File: src/rtl/alu_op_sequencer.sv
// Control FSM that sequences register-file reads, ALU execution and writeback.
// Optional ALU_SEQ_CMP_EN: compare commands skip writeback and only update status.
module alu_op_sequencer #(
    parameter int RA_W = 3
) (
    input  logic            clk,
    input  logic            reset,
    input  logic            s,
    input  logic [1:0]      op,
    input  logic            cmp,
    input  logic [RA_W-1:0] rd,
    input  logic [RA_W-1:0] rn,
    input  logic [RA_W-1:0] rm,
    output logic            w,
    output logic [RA_W-1:0] readnum,
    output logic [RA_W-1:0] writenum,
    output logic            write,
    output logic            loada,
    output logic            loadb,
    output logic            loadc,
    output logic            loads,
    output logic            asel,
    output logic [1:0]      ALUop
);

    typedef enum logic [2:0] {
        WAIT  = 3'd0,
        GET_A = 3'd1,
        GET_B = 3'd2,
        EXEC  = 3'd3,
        WB    = 3'd4
    } state_t;

    localparam logic [1:0] OP_MVN = 2'b11;

    state_t          state_q, state_d;
    logic [1:0]      op_q, op_d;
    logic [RA_W-1:0] rd_q, rd_d;
    logic [RA_W-1:0] rn_q, rn_d;
    logic [RA_W-1:0] rm_q, rm_d;
    logic            cmp_q, cmp_d;

    logic            w_q, write_q, loada_q, loadb_q, loadc_q, loads_q, asel_q;
    logic [RA_W-1:0] readnum_q, writenum_q;
    logic [1:0]      aluop_q;

`ifndef ALU_SEQ_CMP_EN
    logic cmp_unused;
    assign cmp_unused = cmp;
`endif

    always_comb begin
        state_d = state_q;
        op_d    = op_q;
        rd_d    = rd_q;
        rn_d    = rn_q;
        rm_d    = rm_q;
        cmp_d   = cmp_q;
        case (state_q)
            WAIT: begin
                if (s) begin
                    op_d    = op;
                    rd_d    = rd;
                    rn_d    = rn;
                    rm_d    = rm;
`ifdef ALU_SEQ_CMP_EN
                    cmp_d   = cmp;
`else
                    cmp_d   = 1'b0;
`endif
                    state_d = (op == OP_MVN) ? GET_B : GET_A;
                end
            end
            GET_A:   state_d = GET_B;
            GET_B:   state_d = EXEC;
            EXEC:    state_d = cmp_q ? WAIT : WB;
            WB:      state_d = WAIT;
            default: state_d = WAIT;
        endcase
    end

    // Outputs are decoded from the next state so they are registered yet
    // still line up with the state they belong to.
    always_ff @(posedge clk) begin
        if (reset) begin
            state_q    <= WAIT;
            op_q       <= '0;
            rd_q       <= '0;
            rn_q       <= '0;
            rm_q       <= '0;
            cmp_q      <= 1'b0;
            w_q        <= 1'b1;
            write_q    <= 1'b0;
            loada_q    <= 1'b0;
            loadb_q    <= 1'b0;
            loadc_q    <= 1'b0;
            loads_q    <= 1'b0;
            asel_q     <= 1'b0;
            readnum_q  <= '0;
            writenum_q <= '0;
            aluop_q    <= '0;
        end else begin
            state_q    <= state_d;
            op_q       <= op_d;
            rd_q       <= rd_d;
            rn_q       <= rn_d;
            rm_q       <= rm_d;
            cmp_q      <= cmp_d;
            w_q        <= (state_d == WAIT);
            loada_q    <= (state_d == GET_A);
            loadb_q    <= (state_d == GET_B);
            loadc_q    <= (state_d == EXEC);
            loads_q    <= (state_d == EXEC);
            write_q    <= (state_d == WB);
            asel_q     <= (state_d == EXEC) && (op_d == OP_MVN);
            readnum_q  <= (state_d == GET_A) ? rn_d :
                          (state_d == GET_B) ? rm_d : '0;
            writenum_q <= (state_d == WB) ? rd_d : '0;
            aluop_q    <= ((state_d == EXEC) || (state_d == WB)) ? op_d : '0;
        end
    end

    assign w        = w_q;
    assign write    = write_q;
    assign loada    = loada_q;
    assign loadb    = loadb_q;
    assign loadc    = loadc_q;
    assign loads    = loads_q;
    assign asel     = asel_q;
    assign readnum  = readnum_q;
    assign writenum = writenum_q;
    assign ALUop    = aluop_q;

endmodule

File: config.mk
export PLATFORM = sky130hd
export DESIGN_NAME = alu_op_sequencer
export DESIGN_NICKNAME = d
export VERILOG_FILES = /design/src/rtl/alu_op_sequencer.sv
export SDC_FILE = /design/constraint.sdc
export NUM_CORES = 1
export LEC_CHECK = 0
export BUFFER_PORTS_ARGS = -buffer_cell sky130_fd_sc_hd__clkbuf_2
export CAP_MARGIN = 40
export CORE_UTILIZATION = 42
export CTS_CLUSTER_SIZE = 12
export DETAILED_ROUTE_END_ITERATION = 12
export HOLD_SLACK_MARGIN = 0.06
export PLACE_DENSITY_LB_ADDON = 0.1
export SYNTH_ARGS = -nofsm -noshare
export SYNTH_HDL_FRONTEND = slang
export SYNTH_SLANG_ARGS = --single-unit
File: constraint.sdc
create_clock -name clk -period 3.65 [get_ports clk]
set_input_delay 0.73 -clock clk [delete_from_list [all_inputs] [get_ports clk]]
set_output_delay 0.73 -clock clk [all_outputs]
set_load 0.005 [all_outputs]
# After elaboration in Yosys (flattened, before gate mapping)
# Cells that the tools add are included.
dict set report op_classes {
  eq_ne 9
  mux 13
  n_bitwise 2
  reduce_logical 6
}
# operator count
set ops {}
lappend ops {{$mux W3} 9}
lappend ops {{$eq A3 B2 Y1 const B} 4}
lappend ops {{$pmux W3 S4} 1}
lappend ops {{$eq A3 B1 Y1 const B} 2}
lappend ops {{$logic_not A3 Y1} 2}
lappend ops {{$mux W2} 3}
lappend ops {{$eq A2 B2 Y1 const B} 2}
lappend ops {{$reduce_or A2 Y1} 2}
lappend ops {{$eq A3 B3 Y1 const B} 1}
lappend ops {{$not A1 Y1} 2}
lappend ops {{$logic_and A1 B1 Y1} 1}
lappend ops {{$logic_or A1 B1 Y1} 1}
dict set report word_totals {
  ff_bits 28
  inputBits 15
  out_inout_bits 15
  word_cells 44
}

# Depth between registers and ports, before layout
dict set report logic_depth {
  depth_word 8
  ltp_mapped 5
}

# Worst setup path after synthesis
# OpenSTA, ideal clock, no wires.
dict set report synth_path {
  path_kind {input -> register}
  from {input s}
  to {register asel_q, in the netlist asel}
  setup_time_ns 0.116
  arrival_time_ns 1.497
  t_required_ns 3.534
  setup_slack_ns 2.038
  cell_stages 3
  n_path_buf 0
  path_cell_list {or4b_4 > and3_1 > and3_1}
}
dict set report synth_via {
  elab_chain_len 4
  elab_cells_between_ends 7
}
# item line
set synth_lines {}
lappend synth_lines {{from (decl)} 8} ;# input logic s,
lappend synth_lines {{$mux W3 or $mux W2 (tied branches)} 61} ;# if (s) begin
lappend synth_lines {{$pmux W3 S4 or $mux W2 (tied branches)} 59} ;# case (state_q)
lappend synth_lines {{$eq A3 B2 Y1 or $eq A2 B2 Y1 (tied branches)} 115} ;# asel_q <= (state_d == EXEC) && (op_d == OP_MVN);
lappend synth_lines {{$logic_and A1 B1 Y1 (*)} 115}
lappend synth_lines {{to (signal assigned)} 115}
lappend synth_lines {{to (decl)} 43} ;# logic w_q, write_q, loada_q, loadb_q, loadc_q, loads_q, asel_q;
# Every way passes the cells marked *; elsewhere a longest branch is shown, timed or not.
# A chain may end at the register's enable or synchronous reset.

# Final worst setup path
# Ends and elaborated chain as after synthesis.

==> metrics.yaml <==
crit_fanout: 9
maxCapViolCount: 0
hpwl_mm: 1.08
rsz0062_at_grt: "no"
p_sw_frac: 0.246
clkLatencyLatePin_ns: 0.31
grt_use_met2: 0.249
cpMostUsedCell: "and3_1"
crit_family: "simple AND/OR/NAND/NOR gates"
drt_iter0_markers: 17
drcViolationCount: 0
cp.required_ns: 3.87
wire_per_inst_um: 10.3
area_delta_synth_final_pct: 20.1
place_area_um2: 1010
crit_slowest_cell: "or4b_4"
synth_warnings: 0
synthCells: 89
grt_pass1_wl_mm: 2.36
ctsResizeCount: 0
ys_ff_latch: 25
post-route-period-util: 0.430
cts_made_buffers: 3
skew_ns: 0.00149
core-area_um2: 1940
overflow: 0
r2r_setup_slack_ns: 2.13
cts_max_path_buffers: 2
h-tree-depth: 1
cts.sinks: 25
period_needed_ns: 1.57
path_cells: "clkbuf_2 > or4b_4 > and3_1 > and3_1"
track_usage: 0.156
syn_nets: 104
synth_cell_types: 22
io_pins: 30
rows: 16
syn-cell-area_um2: 861
p_switching_mw: 0.116
die_h_um: 47.3
hold_viol: 0
stdcell_area_um2: 1030
die_w_um: 47.3
cp-end-kind: "register"
tightest_slew_ns: 0.482
final_core_util: 0.532
via_count: 704
crit_arrival_ns: 1.79
gr-usage-met1: 0.188
syn-mean-instance-area_um2: 9.67
cts_setup_buffers: 0
antenna_left: 0
antenna_found_initial: 0
cts-root-buf: "clkbuf_4"
final_nets: 132
fin_setup_tns_ns: 0
crit_type: "input port to register"
place.gp.congestion: 0.704
first_global_vias: 557
drive_gt1_frac: 0.293
grt_max_degree: 16
p_clk_frac: 0.249
initial_core_util: 0.443
power_density_nw_per_um2: 457
combPwrFrac: 0.115
dieArea_um2: 2230
leakagePower_nw: 0.484
fmax_ghz: 0.637
seqPwrFrac: 0.636
drt-pass1-iter-count: 4
clk_pin_slew_ns: 0.13
outcome: "finished clean"
hold_path.class: "register to register"
cp_num_buf_inv: 1
hold_buffers: 0
met3_usage: 0.0462
slew_headroom: 0.674
cts_tree: "done"
grt_busiest_layer: "met2"
startpoint_type: "input port"
intPower_mw: 0.356
io_buffer_count: 28
ir_worst_vdd_mv: 0.188
setup_violations: 0
wl_mm: 1.48
detail_route.vias_per_cell: 4.92
diodes: 0
cpPeakStageDelay_ns: 0.54
final_max_slew_viol_count: 0
ys_seq_area_frac: 0.581
[stage by stage]
step / std cells / hold WS, ns / power (mW) / setup WS, ns
after floorplan: 89 / 0.425 / 0.341 / 2.04
after global placement: 139 / 0.437 / 0.360 / 1.75
after detailed placement: 139 / 0.443 / 0.361 / 1.74
after CTS: 143 / 0.461 / 0.479 / 2.08
after global routing: 143 / 0.495 / 0.505 / 2.02
final: 143 / 0.460 / 0.472 / 2.08
[layout make-up]
cell class                      instances  area (µm²)
Sequential cell                        25         500
Fill cell                             209         908
Tap cell                               27        33.8
Clock inverter                          1        5.00
Multi-Input combinational cell         58         324
Clock buffer                            3        22.5
Timing Repair Buffer                   29         148
[cell usage in the layout, fill, tap and decap left out, drive strengths merged]
| cell | count |
|---|---|
| a311oi | 1 |
| nand3b | 1 |
| o31ai | 1 |
| nor2b | 1 |
| a2111oi | 1 |
| or4b | 1 |
| a21oi | 10 |
| nor4b | 2 |
| and2 | 4 |
| dfxtp | 25 |
| nand2 | 20 |
| nor3 | 1 |
| mux2i | 3 |
| nor4 | 1 |
| and3 | 6 |
| clkbuf | 31 |
| o21ai | 3 |
| a31oi | 1 |
| nor2 | 1 |
| clkinv | 1 |
| buf | 1 |
[Yosys cell counts, drive strengths merged]
cell type  number  area, µm²
mux2i           3       30.0
clkbuf          2       7.51
o31ai           1       7.51
a311oi          1       8.76
nor4            1       6.26
or4b            1       13.8
a31oi           1       6.26
dfxtp          25        500
nand2          20       75.1
a21oi          10       50.1
a2111oi         1       8.76
nor2b           1       6.26
nand3b          1       7.51
and3            6       37.5
nor3            1       5.00
o21ai           3       15.0
nor2            1       3.75
and2            4       25.0
nor4b           2       17.5
buf             4       28.8
[power by group through the flow]
| stage | registers (mW) | logic [mW] | clock network [mW] |
|---|---|---|---|
| after floorplan | 0.302 | 0.0387 | 0 |
| after global placement | 0.306 | 0.0535 | 0 |
| after detailed placement | 0.306 | 0.0547 | 0 |
| after CTS | 0.300 | 0.0552 | 0.124 |
| after global routing | 0.303 | 0.0622 | 0.140 |
| final | 0.300 | 0.0541 | 0.118 |
[routing by layer]
layer | up-vias | part of all wire | wire [µm]
li1 | 362 | - | -
met1 | 319 | 0.43 | 633
met2 | 19 | 0.51 | 761
met3 | 4 | 0.041 | 61
met4 | 0 | 0.016 | 23
met5 | - | 0 | 0
[cells by family after synthesis]
group	synth area share
DFF	0.581
and+or+nand+nor	0.230
AOI/OAI and AO/OA	0.112
muxes	0.0349
buffers and inverters	0.0422
[worst reg2reg max path, cell delays in order (launching register included)]
cell	delay, ns
dfxtp_1	0.45
or4b_4	0.60
and3_1	0.21
and3_1	0.17
[flip-flops by register name (all words and copies together), names as in the netlist]
register and cells:
ALUop 2, rd_q 3, rm_q 3, writenum 3, write 1, loads 1, loadb 1, op_q 2
w 1, readnum 3, loada 1, asel 1, state_q 3
[path summary, 6_finish.rpt]
path,endpoint,start,cells past startpoint
worst max-delay path,asel$_SDFF_PP0_,s,4
worst min-delay path,rd_q[2]$_SDFF_PP0_,rd_q[2]$_SDFF_PP0_,2
worst max register to register,asel$_SDFF_PP0_,state_q[1]$_SDFF_PP0_,3
worst min register to register,rd_q[2]$_SDFF_PP0_,rd_q[2]$_SDFF_PP0_,2
(Power assumes the default switching activity.)
